==> src/rtl/fixed_to_e4m3.sv <==
// ---------------------------------------------------------------------------
// fixed_to_e4m3
//
// Converts a signed two's-complement Q12.8 fixed-point value into an 8-bit
// e4m3 float {sign, exp[3:0], mant[2:0]} with exponent bias 7. The block
// processes one value at a time:
//   IDLE  - waits for an input and captures it
//   NORM  - shifts the magnitude left one bit per cycle until it is normalised
//   ROUND - rounds to nearest-even and applies the overflow policy
//   DONE  - holds the result until the consumer takes it
//
// Parameters
//   SATURATE  1: overflow clamps to max finite (0x7E/0xFE); 0: overflow -> NaN
//
// Ports
//   clock      in   sole clock, rising edge
//   reset      in   synchronous, active-high
//   in_data    in   [19:0] Q12.8 value (value = in_data / 256)
//   in_valid   in   in_data valid
//   in_ready   out  high only in IDLE
//   out_data   out  [7:0] e4m3 result
//   out_valid  out  high only in DONE
//   out_ready  in   consumer accepts out_data
// ---------------------------------------------------------------------------
module fixed_to_e4m3 #(
    parameter bit SATURATE = 1'b1
) (
    input  logic        clock,
    input  logic        reset,
    input  logic [19:0] in_data,
    input  logic        in_valid,
    output logic        in_ready,
    output logic [7:0]  out_data,
    output logic        out_valid,
    input  logic        out_ready
);

    typedef enum logic [1:0] {
        IDLE  = 2'd0,
        NORM  = 2'd1,
        ROUND = 2'd2,
        DONE  = 2'd3
    } state_t;

    state_t      state_q, state_d;
    logic        sign_q, sign_d;
    logic [19:0] mag_q, mag_d;
    // k tracks the bit index that mag[19] currently represents in the
    // original magnitude; it doubles as (exponent + 1) once normalised.
    logic [4:0]  k_q, k_d;
    logic [7:0]  out_data_q, out_data_d;

    // Rounding datapath, consumed only in ROUND.
    logic [2:0]  mant_trunc;
    logic        guard_bit;
    logic        sticky_bit;
    logic        round_up;
    logic [3:0]  mant_sum;
    logic [4:0]  exp_r;
    logic [2:0]  mant_r;
    logic        overflow;
    logic [7:0]  result;
    logic [19:0] abs_in;

    // |in_data| in 20 bits; -2^19 wraps back to 0x80000, which is the correct
    // unsigned magnitude.
    assign abs_in = in_data[19] ? (~in_data + 20'd1) : in_data;

    always_comb begin
        mant_trunc = mag_q[18:16];
        guard_bit  = mag_q[15];
        sticky_bit = |mag_q[14:0];
        round_up   = guard_bit & (sticky_bit | mant_trunc[0]);
        mant_sum   = {1'b0, mant_trunc} + {3'b000, round_up};
        // A mantissa carry-out leaves mant_sum[2:0] == 0 and bumps the exponent.
        exp_r      = k_q - 5'd1 + {4'b0000, mant_sum[3]};
        mant_r     = mant_sum[2:0];
        overflow   = (exp_r > 5'd15) || ((exp_r == 5'd15) && (mant_r == 3'd7));

        if (k_q == 5'd1) begin
            // Subnormal or zero: the two surviving bits are exact. The sign is
            // masked on zero so that a zero result is always 0x00.
            result = {sign_q & (mag_q[19] | mag_q[18]), 4'b0000,
                      mag_q[19], mag_q[18], 1'b0};
        end else if (overflow) begin
            result = SATURATE ? {sign_q, 7'b1111110} : {sign_q, 7'b1111111};
        end else begin
            result = {sign_q, exp_r[3:0], mant_r};
        end
    end

    // NOTE: every signal driven here gets a default first, so no path through
    // the case statement can leave a value unassigned and infer a latch.
    always_comb begin
        state_d    = state_q;
        sign_d     = sign_q;
        mag_d      = mag_q;
        k_d        = k_q;
        out_data_d = out_data_q;

        unique case (state_q)
            IDLE: begin
                if (in_valid) begin
                    sign_d  = in_data[19];
                    mag_d   = abs_in;
                    k_d     = 5'd19;
                    state_d = NORM;
                end
            end
            NORM: begin
                if (mag_q[19] || (k_q == 5'd1)) begin
                    state_d = ROUND;
                end else begin
                    mag_d = {mag_q[18:0], 1'b0};
                    k_d   = k_q - 5'd1;
                end
            end
            ROUND: begin
                out_data_d = result;
                state_d    = DONE;
            end
            DONE: begin
                if (out_ready) begin
                    state_d = IDLE;
                end
            end
            default: state_d = IDLE;
        endcase
    end

    // NOTE: state registers use non-blocking assignments so every register
    // samples the pre-edge values computed above, independent of block order.
    always_ff @(posedge clock) begin
        if (reset) begin
            state_q    <= IDLE;
            sign_q     <= 1'b0;
            mag_q      <= '0;
            k_q        <= '0;
            out_data_q <= 8'h00;
        end else begin
            state_q    <= state_d;
            sign_q     <= sign_d;
            mag_q      <= mag_d;
            k_q        <= k_d;
            out_data_q <= out_data_d;
        end
    end

    assign in_ready  = (state_q == IDLE);
    assign out_valid = (state_q == DONE);
    assign out_data  = out_data_q;

endmodule

==> config.mk <==
export PLATFORM = sky130hd
export DESIGN_NAME = fixed_to_e4m3
export DESIGN_NICKNAME = d
export VERILOG_FILES = /design/src/rtl/fixed_to_e4m3.sv
export SDC_FILE = /design/constraint.sdc
export NUM_CORES = 1
export LEC_CHECK = 0
export ABC_AREA = 1
export BUFFER_PORTS_ARGS = -buffer_cell sky130_fd_sc_hd__buf_2
export CAP_MARGIN = 30
export CORE_MARGIN = 2
export CORE_UTILIZATION = 45
export DETAILED_ROUTE_END_ITERATION = 12
export GPL_ROUTABILITY_DRIVEN = 0
export PLACE_DENSITY_LB_ADDON = 0.05
export SLEW_MARGIN = 20
export SYNTH_ARGS = -nofsm -noshare
export SYNTH_HDL_FRONTEND = slang
export SYNTH_SLANG_ARGS = --single-unit
export TNS_END_PERCENT = 20
==> constraint.sdc <==
create_clock -name clock -period 2.4 [get_ports clock]
set_input_delay 0 -clock clock [delete_from_list [all_inputs] [get_ports clock]]
set_output_delay 0 -clock clock [all_outputs]
set_load 0.01 [all_outputs]
### Word-level counts from Yosys, hierarchy flattened

Cells that the tools add are included.

* flip-flop bits (word level): 36
* input port bits: 24
* logic and storage cells: 47

* add/sub/neg operators: 4
* order comparisons: 1
* eq/ne operators: 10
* muxes and demuxes: 13
* bitwise operators: 5
* reduce and logical (&&, ||, !) cells: 9

Operators by type and width (number)
* 20-bit two-way mux: 3
* 20-bit one-hot mux with 2 select lines: 1
* 20-bit by 1-bit adder with 20-bit output (second input constant): 1
* 20-bit inverter: 1
* 15-bit OR reduction: 1
* 5-bit two-way mux: 2
* 5-bit one-hot mux with 2 select lines: 1
* 8-bit two-way mux: 1
* 2-bit one-hot mux with 4 select lines: 1
* 7-bit two-way mux: 1
* 2-bit two-way mux: 3
* 2-bit != test (second input constant): 3
* 3-bit AND reduction: 2
* 5-bit by 1-bit adder with 5-bit output: 1
* 5-bit by 1-bit == test with 1-bit output (second input constant): 1
* 5-bit by 4-bit == test with 1-bit output (second input constant): 1
* 5-bit by 4-bit > comparator with 1-bit output (second input constant): 1
* 5-bit by 1-bit subtractor with 5-bit output (second input constant): 1
* 3-bit by 1-bit adder with 4-bit output: 1
* 2-bit == test (second input constant): 2
* 3-bit == test (second input constant): 1
* 1-bit AND: 2
* 2-bit by 1-bit == test with 1-bit output (second input constant): 1
* 2-bit zero test: 1
* other kinds (6): 8

### Longest topological paths before layout

Gate-level depths: netlist of run 1.

* word-level depth: 10
* depth in mapped cells: 14

### Worst setup path after synthesis of run 1

OpenSTA, ideal clock, no wires.

* path kind: register -> register
* start: reg k_q[0]
* end: reg out_data_q[3], in the netlist out_data[3]
* setup time: 68 ps
* arrival: 1669 ps
* setup slack: 663 ps
* stages on the path, launching flop included: 13
* path buffers: 0
* cell sequence: dfxtp_1 inv_1 ha_1 inv_1 ha_1 nand3_1 nor2_1 nand2_1 nor2_2 nand2_2 nand3_1 nand2_1 a21oi_2

* longest elaborated chain between the ends: 7

Ends and longest elaborated chain
* start, declared: RTL line 50 `logic [4:0] k_q, k_d;`
* start signal, assigned: RTL line 144 `k_q <= k_d;`
* branches (longest 6 deep; another with 5-bit by 1-bit subtractor with 5-bit output)
* 8-bit two-way mux *: RTL line 80 `if (k_q == 5'd1) begin`
* end signal, assigned: RTL line 145 `out_data_q <= out_data_d;`
* end, declared: RTL line 51 `logic [7:0] out_data_q, out_data_d;`

Every way passes the cells marked *.
A chain may end at the register's enable or synchronous reset.

### Final worst setup path of run 1

* start: reg k_q[0]
* end: reg out_data_q[2], in the netlist out_data[2]

Same word-level chain as after synthesis.

==> results.yml, run 1 <==
run_status:
  status: "complete, no violations"
detailed_routing:
  drt_iter0_markers: 114
  wl_per_cell_um: 11.4
  avgViaCountPerCell: 4.99
  antenna_left: 0
  drc: 0
  totalWireLength_um: 6050
  drt-pass1-iter-count: 4
  vias: 2641
floorplan:
  die_w_um: 79.6
  core_um2: 5510
  num_rows: 27
  fp.dieH_um: 79.6
  initial_utilization: 0.468
  io_pins: 34
  die_area_um2: 6340
finish:
  fin_area_um2: 2910
  fill_cells: 584
  layout-drive-gt1-share: 0.142
  finalNetCount: 490
  area_delta_synth_final_pct: 13.0
  antennaDiodeCount: 0
  final_cells: 529
  multi_input_area_um2: 1570
  seq_area_um2: 721
synthesis:
  netlist_area_um2: 2570
  synth.distinct_cells: 39
  postSynthAreaPerCell_um2: 6.09
  seq_area_frac_synth: 0.280
  synth_seq_cells: 36
  syn-num-nets: 457
  syn_inst: 423
  synth_warnings: 0
place:
  port_buffers: 33
  dp_cells: 519
  hpwl_um: 4690
  dpl_cell_area_um2: 2780
cts:
  clock-sinks: 36
  cts_buffers: 5
  clkLatencyLatePin_ps: 290
  cts.reportedPaths.clkPinSlew_ps: 80
  tritoncts: "built"
  h-tree-depth: 2
  root_buffer: "clkbuf_8"
  cts_buffer_depth: 2
  post_cts_buffers: 0
timing:
  worst_pin_slew_ps: 373
  slew_violations: 0
  hold_viol: 0
  slew_headroom: 0.750
  final.period_utilization: 0.805
  finalClockSkew_ps: 10.8
  fin_setup_tns_ps: 0
  fin_crit_ps: 1930
  setup_viol: 0
  fmax_mhz: 518
  rsz0062_at_grt: "no"
worst_setup_path:
  rr_endpoint: "out_data[2]$_SDFFE_PP0P_"
  r2r.worst_path.cells: 12
  cp.required_ps: 2610
  endpoint_kind: "register"
  critPathLaunchType: "register"
  crit_arrival_ps: 2140
  crit_path_max_fanout: 6
  crit_type: "register to register"
  timing.rr.start: "k_q[0]$_SDFFE_PP0P_"
  r2r_slack_ps: 470
  critPathLaunch: "k_q[0]$_SDFFE_PP0P_"
  crit_end: "out_data[2]$_SDFFE_PP0P_"
power_and_ir_drop:
  power_leakage_uw: 0.00144
  powerDensity_nw_per_um2: 1140
  power_uw: 3320
  peakVddDrop_uv: 764
global_route:
  first_global_vias: 2366
  grt_overflow_total: 0
  grt_max_degree: 29
  grt_pass1_wl_um: 10400
  grt.total_usage: 0.206
  antenna_found_initial: 0
job:
  maxCapViolCount: 0
hold_path:
  hold_path_depth: 2
  hold_class: "input port to register"
[timing repair]
item | in CTS | in global routing
gates resized for setup | 0 | 0
endpoints found under the hold margin | 2 | 0
hold buffers | 2 | 0
[worst min path at each step]
| stage | from | to | slack (ps) |
|---|---|---|---|
| floorplan | in_valid | sign_q$_SDFFE_PP0P_ | 120 |
| global placement | in_valid | sign_q$_SDFFE_PP0P_ | 240 |
| detailed placement | in_valid | sign_q$_SDFFE_PP0P_ | 240 |
| CTS | reset | out_data[3]$_SDFFE_PP0P_ | 50 |
| global route | reset | out_data[3]$_SDFFE_PP0P_ | 70 |
| finish | reset | out_data[3]$_SDFFE_PP0P_ | 60 |
[final cells by class]
cell class,count,area share
inverter,53,0.0692
clock buffer,5,0.0236
tap,72,0.0310
multi-input combinational,321,0.540
timing repair buffer,39,0.0739
sequential,36,0.248
clock inverter,3,0.0146
[Yosys cell counts, drive strengths merged]
master | instances | share of area
clkbuf | 5 | 0.0073
clkinv | 1 | 0.0015
buf | 8 | 0.024
nor3 | 4 | 0.0078
nand3 | 33 | 0.066
and2 | 1 | 0.0024
dfxtp | 36 | 0.28
or2 | 2 | 0.0049
a311oi | 1 | 0.0034
a211oi | 1 | 0.0029
o31ai | 1 | 0.0029
a21oi | 44 | 0.093
nand3b | 4 | 0.013
o211ai | 3 | 0.0087
a22oi | 1 | 0.0029
xor2 | 4 | 0.014
nor2 | 64 | 0.095
inv | 52 | 0.077
ha | 10 | 0.049
nand4 | 3 | 0.0073
a31oi | 1 | 0.0024
nand2 | 119 | 0.18
xnor2 | 1 | 0.0034
o21ai | 24 | 0.052
[stage by stage]
| stage | util | hold slack, ps | setup WS, ps |
|---|---|---|---|
| 6_report | 0.529 | 59.3 | 468 |
| 5_1_grt | 0.529 | 73.6 | 255 |
| 4_1_cts | 0.529 | 45.5 | 466 |
| 3_5_place_dp | 0.505 | 241 | 497 |
| 3_3_place_gp | 0.505 | 237 | 526 |
| 2_1_floorplan | - | 119 | 663 |
[sequential cells by signal, indices dropped and copies added (netlist names)]
register and flops:
out_data 8, sign_q 1, k_q 5, mag_q 20, state_q 2
[cells in the final DEF, fill, tap and decap left out, types with 4 or more instances in the layout]
cell and instances:
nand2_1 115, nor2_1 62, buf_4 4, clkbuf_8 5, dfxtp_1 36, nand3_1 32, buf_2 33, nor3_1 4
ha_1 10, inv_1 48, o21ai_0 14, xor2_1 4, o21ai_1 8, a21oi_1 39, a21oi_2 5
[power breakdown]
part	switching, µW	internal (µW)
Sequential	184	840
Combinational	1120	645
Clock	223	307
Total	1530	1790
[cells by family (layout without fill, tap and decap cells)]
logic type	after synthesis	after routing	share of synthesized area
xor gates and xnor gates	5	5	0.0170
buffers and inverters	66	100	0.110
DFF	36	36	0.280
AOI/OAI and AO/OA	76	76	0.169
adders and majority gates	10	10	0.0486
and+or+nand+nor	230	230	0.376
[routing by layer]
layer  global-route usage  up-vias  part of all wire
met4               0.0483        0            0.0040
li1                     -     1422                 -
met5                    0        -                 0
met1                0.298     1174              0.54
met3               0.0385        2             0.030
met2                0.315       43              0.43
[critical path, cell delays in order (launching register included)]
cell,delay (ps)
dfxtp_1,380
inv_1,110
ha_1,330
inv_1,50
ha_1,280
nand3_1,80
nor2_1,100
nand2_1,70
nor2_2,110
nand2_2,90
nand3_1,80
nand2_1,60
a21oi_1,120
(Power assumes the default switching activity.)
==> run 2, diff against run 1 <==
- ABC_AREA: 1 -> 0
- clock period: 2.4 -> 1.7 ns (I/O delays scaled with it)
==> results.yml, run 2 <==
floorplan:
  core_um2: 5470
  die_w_um: 79.2
  num_rows: 27
  initial_utilization: 0.465
  fp.dieH_um: 79.2
  die_area_um2: 6270
  io_pins: 34
power_and_ir_drop:
  power_leakage_uw: 0.00139
  powerDensity_nw_per_um2: 1860
  peakVddDrop_uv: 1090
worst_setup_path:
  cpMostUsedCell: "ha_4"
  cp_slowest_cell: "dfxtp_2"
  critical-path-max-stage-delay_ps: 320
  cp.required_ps: 1890
  critPathLaunchType: "register"
  timing.rr.start: "mag_q[16]$_SDFFE_PP0P_"
  crit_chain: "and2_4 -> and3_4 -> ha_4 -> ha_4 -> and3_1 -> nand3_2 -> o21ai_2 -> a22oi_2 -> a31o_2"
  path_buf_inv: 0
  crit_path_max_fanout: 3
  crit_arrival_ps: 2090
  r2r.worst_path.cells: 9
  endpoint_kind: "register"
  rr_endpoint: "out_data[0]$_SDFFE_PP0P_"
  critPathLaunch: "mag_q[16]$_SDFFE_PP0P_"
  crit_type: "register to register"
  r2r_slack_ps: -200
  critPathTopFamily: "simple AND/OR/NAND/NOR gates"
finish:
  layout_common_cells: "buf_4 (47), buf_2 (33), dfxtp_1 (32), nand2_1 (22), nor2_1 (18)"
  largest_reg_flops: 20
  fill_cells: 499
  layout_commonest_cell: "buf_4"
  regMostFlops: "mag_q"
  finalNetCount: 418
  antennaDiodeCount: 0
  area_delta_synth_final_pct: 35.3
  layout-drive-gt1-share: 0.395
hold_path:
  hold_path_depth: 3
  hold_path_startpoint: "in_valid"
  hold_class: "input port to register"
  min_to: "sign_q$_SDFFE_PP0P_"
synthesis:
  async_flop_share: 0
  netlist_area_um2: 2540
  seq_area_frac_synth: 0.283
  yosys-top-cells-area: "dfxtp_1 (28%), ha_1 (4.9%), nand2_1 (3.7%)"
  synthFlopType: "dfxtp_1"
  syn-num-nets: 340
  synth_seq_cells: 36
  postSynthAreaPerCell_um2: 8.32
  syn_inst: 306
  synth.distinct_cells: 63
  synth_warnings: 0
  synth_edf_count: 0
  synth_top_cell_area_share: 0.283
  yosys.area.top_type: "dfxtp_1"
  synth_common_cells: "dfxtp_1 (36), nand2_1 (25), nor2_1 (20)"
  yosysMostFrequentCell: "dfxtp_1"
cts:
  h-tree-depth: 2
  cts_buffers: 5
  tritoncts: "built"
  cts_buffer_depth: 2
  clock-sinks: 36
  root_buffer: "clkbuf_8"
  clkLatencyLatePin_ps: 290
  cts.reportedPaths.clkPinSlew_ps: 80
timing:
  fin_crit_ps: 1900
  worst_pin_slew_ps: 507
  hold_viol: 0
  finalClockSkew_ps: 8.35
  final.period_utilization: 1.12
  hold_ws_ps: 9.96
  fmax_mhz: 526
  layout_setup_ws_ps: -202
  fin_setup_tns_ps: -1590
  slew_violations: 0
  rsz0062_at_grt: "yes"
  slew_headroom: 0.658
  setup_viol: 26
place:
  hpwl_um: 5070
  port_buffers: 33
detailed_routing:
  drt_iter0_markers: 104
  totalWireLength_um: 6770
  wl_per_cell_um: 14.8
  avgViaCountPerCell: 5.57
  drt-pass1-iter-count: 4
  vias: 2544
  antenna_left: 0
  drc: 0
job:
  maxCapViolCount: 0
global_route:
  grt_overflow_total: 0
  grt_pass1_wl_um: 11800
  grt_max_degree: 30
  first_global_vias: 2485
  grt.total_usage: 0.233
  antenna_found_initial: 0
run_status:
  status: "finished, violations left"
  violations: "setup timing"
==> run 2: cell types whose count changed in the layout (fill, tap and decap cells not counted), sizes merged, moves of 9 or more <==
cell    delta
xnor2      +9
nand2     -90
a21oi     -22
buf       +50
nand2b     +9
nand3     -25
nor2      -44
inv       -38
==> run 2: layout make-up <==
| cell class | count | area (µm²) | area share |
|---|---|---|---|
| inverter | 14 | 55.1 | 0.0160 |
| sequential | 36 | 728 | 0.211 |
| timing repair buffer | 87 | 606 | 0.176 |
| clock inverter | 2 | 35.0 | 0.0102 |
| tap | 72 | 90.1 | 0.0262 |
| clock buffer | 6 | 72.6 | 0.0211 |
| multi-input combinational | 240 | 1860 | 0.539 |
==> run 2: power breakdown <==
part / switching (µW) / internal (µW)
registers: 215 / 1180
logic: 2140 / 2120
clock network: 307 / 435
total: 2670 / 3740
==> run 2: repair_timing <==
| action | in CTS | in global routing |
|---|---|---|
| endpoints found under the hold margin | 0 | 0 |
| pin swaps | 12 | 15 |
| gates resized for setup | 22 | 24 |
| setup endpoints to repair | 35 | 35 |
| hold buffers | 0 | 0 |
| cloned | 2 | 0 |
| setup buffers | 2 | 0 |
==> run 2: how the worst max path moves through the flow <==
stage / end / slack (ps) / cells after the start
global placement: out_data[1]$_SDFFE_PP0P_ / -260 / 9
global route: out_data[0]$_SDFFE_PP0P_ / -260 / 9
CTS: out_data[0]$_SDFFE_PP0P_ / -200 / 9
floorplan: out_data[0]$_SDFFE_PP0P_ / -180 / 9
finish: out_data[0]$_SDFFE_PP0P_ / -200 / 9
detailed placement: mag_q[12]$_SDFFE_PP0P_ / -290 / 8
==> run 2: metrics by stage <==
stage	utilization	power (µW)	setup WS, ps	instances	area, µm²
6_report	0.629	6400	-202	457	3440
5_1_grt	0.629	6940	-259	457	3440
4_1_cts	0.612	6170	-195	457	3350
3_5_place_dp	0.572	5080	-293	445	3130
3_3_place_gp	0.572	5060	-265	445	3130
2_1_floorplan	-	3660	-184	306	2590
==> run 2: cells by family after synthesis <==
group           share of synthesized area
compound gates                      0.247
flops                               0.283
mux                                0.0197
fa+ha+maj                          0.0492
simple gates                        0.259
xor+xnor                           0.0777
buf+inv                            0.0639
==> run 2: worst min-delay path, delay by kind of cell <==
kind | cells | cell delay, ps
compound gates | 1 | 60
simple gates | 1 | 80
buf+inv | 1 | 120
==> run 2: layer usage <==
metal	up-vias	wire length [µm]	GRT usage
li1	1293	-	-
met1	1187	3160	0.309
met2	55	3300	0.392
met3	9	215	0.0375
met4	0	92	0.0655
met5	-	0	0
==> run 3, diff against run 2 <==
- CORE_ASPECT_RATIO: default -> 0.6
- CORE_MARGIN: 2 -> default
- CORE_UTILIZATION: 45 -> 32
==> results.yml, run 3 (same netlist as run 2, synthesis figures left out) <==
finish:
  largest_reg_flops: 20
  layout-drive-gt1-share: 0.428
  regMostFlops: "mag_q"
  fin_area_um2: 3740
  seq_area_um2: 728
  final_core_util: 0.501
  antennaDiodeCount: 0
  area_delta_synth_final_pct: 47.1
  multi_input_area_um2: 1890
  finalNetCount: 437
  layout_commonest_cell: "buf_4"
  layout_common_cells: "buf_4 (70), buf_2 (33), dfxtp_1 (32), nand2_1 (23), nor2_1 (17)"
  fill_cells: 716
global_route:
  grt.total_usage: 0.209
  grt_use_met3: 0.0411
  grtUsageMet1: 0.338
  grt_max_degree: 27
  grt_pass1_wl_um: 13200
  grt_overflow_total: 0
  antenna_found_initial: 0
  first_global_vias: 2529
  grt_util_met2: 0.279
  top_usage_layer: "met1"
worst_setup_path:
  r2r_slack_ps: -230
  crit_arrival_ps: 2110
  rr_endpoint: "out_data[0]$_SDFFE_PP0P_"
  r2r.worst_path.cells: 9
  crit_type: "register to register"
  cp.required_ps: 1880
  crit_path_max_fanout: 3
  timing.rr.start: "mag_q[15]$_SDFFE_PP0P_"
  critPathLaunch: "mag_q[15]$_SDFFE_PP0P_"
  endpoint_kind: "register"
  crit_end: "out_data[0]$_SDFFE_PP0P_"
  critPathLaunchType: "register"
timing:
  final.period_utilization: 1.14
  layout_setup_ws_ps: -231
  fmax_mhz: 518
  setup_viol: 28
  fin_crit_ps: 1930
  hold_ws_ps: 10.9
  slew_violations: 0
  slew_headroom: 0.711
  worst_pin_slew_ps: 431
  finalClockSkew_ps: 4.85
  fin_setup_tns_ps: -2290
  hold_viol: 0
  rsz0062_at_grt: "yes"
floorplan:
  die_area_um2: 8330
  initial_utilization: 0.340
  num_rows: 24
  fp.dieH_um: 71.1
  core_um2: 7480
  io_pins: 34
  die_w_um: 117
job:
  maxCapViolCount: 0
detailed_routing:
  drc: 0
  drt_iter0_markers: 148
  drt-pass1-iter-count: 4
  antenna_left: 0
  wl_per_cell_um: 15.5
  avgViaCountPerCell: 5.06
  totalWireLength_um: 7870
  vias: 2570
cts:
  clkLatencyLatePin_ps: 280
  clock-sinks: 36
  cts_buffer_depth: 2
  h-tree-depth: 2
  root_buffer: "clkbuf_16"
  tritoncts: "built"
  cts_buffers: 5
  cts.reportedPaths.clkPinSlew_ps: 60
place:
  dpl_cell_area_um2: 3330
  hpwl_um: 5830
  pre_cts_ws_ps: -336
  port_buffers: 33
power_and_ir_drop:
  powerDensity_nw_per_um2: 1850
  peakVddDrop_uv: 789
  power_leakage_uw: 0.00154
run_status:
  violations: "setup timing"
  status: "finished, violations left"
hold_path:
  hold_class: "input port to register"
run 3: how the worst min path moves through the flow:
stage / from / to / slack, ps / depth (start not counted)
global route: in_valid / sign_q$_SDFFE_PP0P_ / 20 / 3
floorplan: in_valid / sign_q$_SDFFE_PP0P_ / 160 / 2
detailed placement: in_valid / sign_q$_SDFFE_PP0P_ / 310 / 3
CTS: in_valid / sign_q$_SDFFE_PP0P_ / 8 / 3
global placement: in_valid / sign_q$_SDFFE_PP0P_ / 300 / 3
finish: in_valid / sign_q$_SDFFE_PP0P_ / 10 / 3
run 3: critical path, cell delays in order (launching register included):
cell and delay [ps]:
dfxtp_2 310, and2_4 150, and3_4 150, ha_4 160
ha_4 260, and3_4 180, nand3_4 90, o21ai_4 180
a22oi_2 140, a31o_2 220
run 3: report_power, final:
part           leakage [µW]  internal (µW)  total (µW)  switching (µW)
Combinational       0.00116           2230        4470            2240
Clock             0.0000798            689        1050             365
Sequential         0.000297           1180        1400             222
run 3: area by class of cell:
type	count	area share
clock buffer	5	0.0334
clock inverter	3	0.0114
inverter	14	0.0147
multi-input combinational	239	0.506
sequential	36	0.195
tap	104	0.0348
timing repair buffer	107	0.206
run 3: stage by stage:
step	total power, µW	cells
floorplan	3660	306
global placement	5190	497
detailed placement	5190	497
CTS	6730	508
global route	7460	508
finish	6930	508
run 3: what timing repair did:
| item | CTS | global route |
|---|---|---|
| setup endpoints to repair | 35 | 35 |
| endpoints found under the hold margin | 0 | 0 |
| gates resized for setup | 28 | 22 |
| gates cloned | 1 | 0 |
| pin swaps | 25 | 11 |
| hold buffers | 0 | 0 |
| setup buffers | 2 | 0 |
run 3: routing by layer:
metal,part of all wire,wire (µm),up-vias
met4,0.0058,46,0
met3,0.053,416,4
met2,0.38,3010,52
met1,0.56,4400,1190
li1,-,-,1324
met5,0,0,-
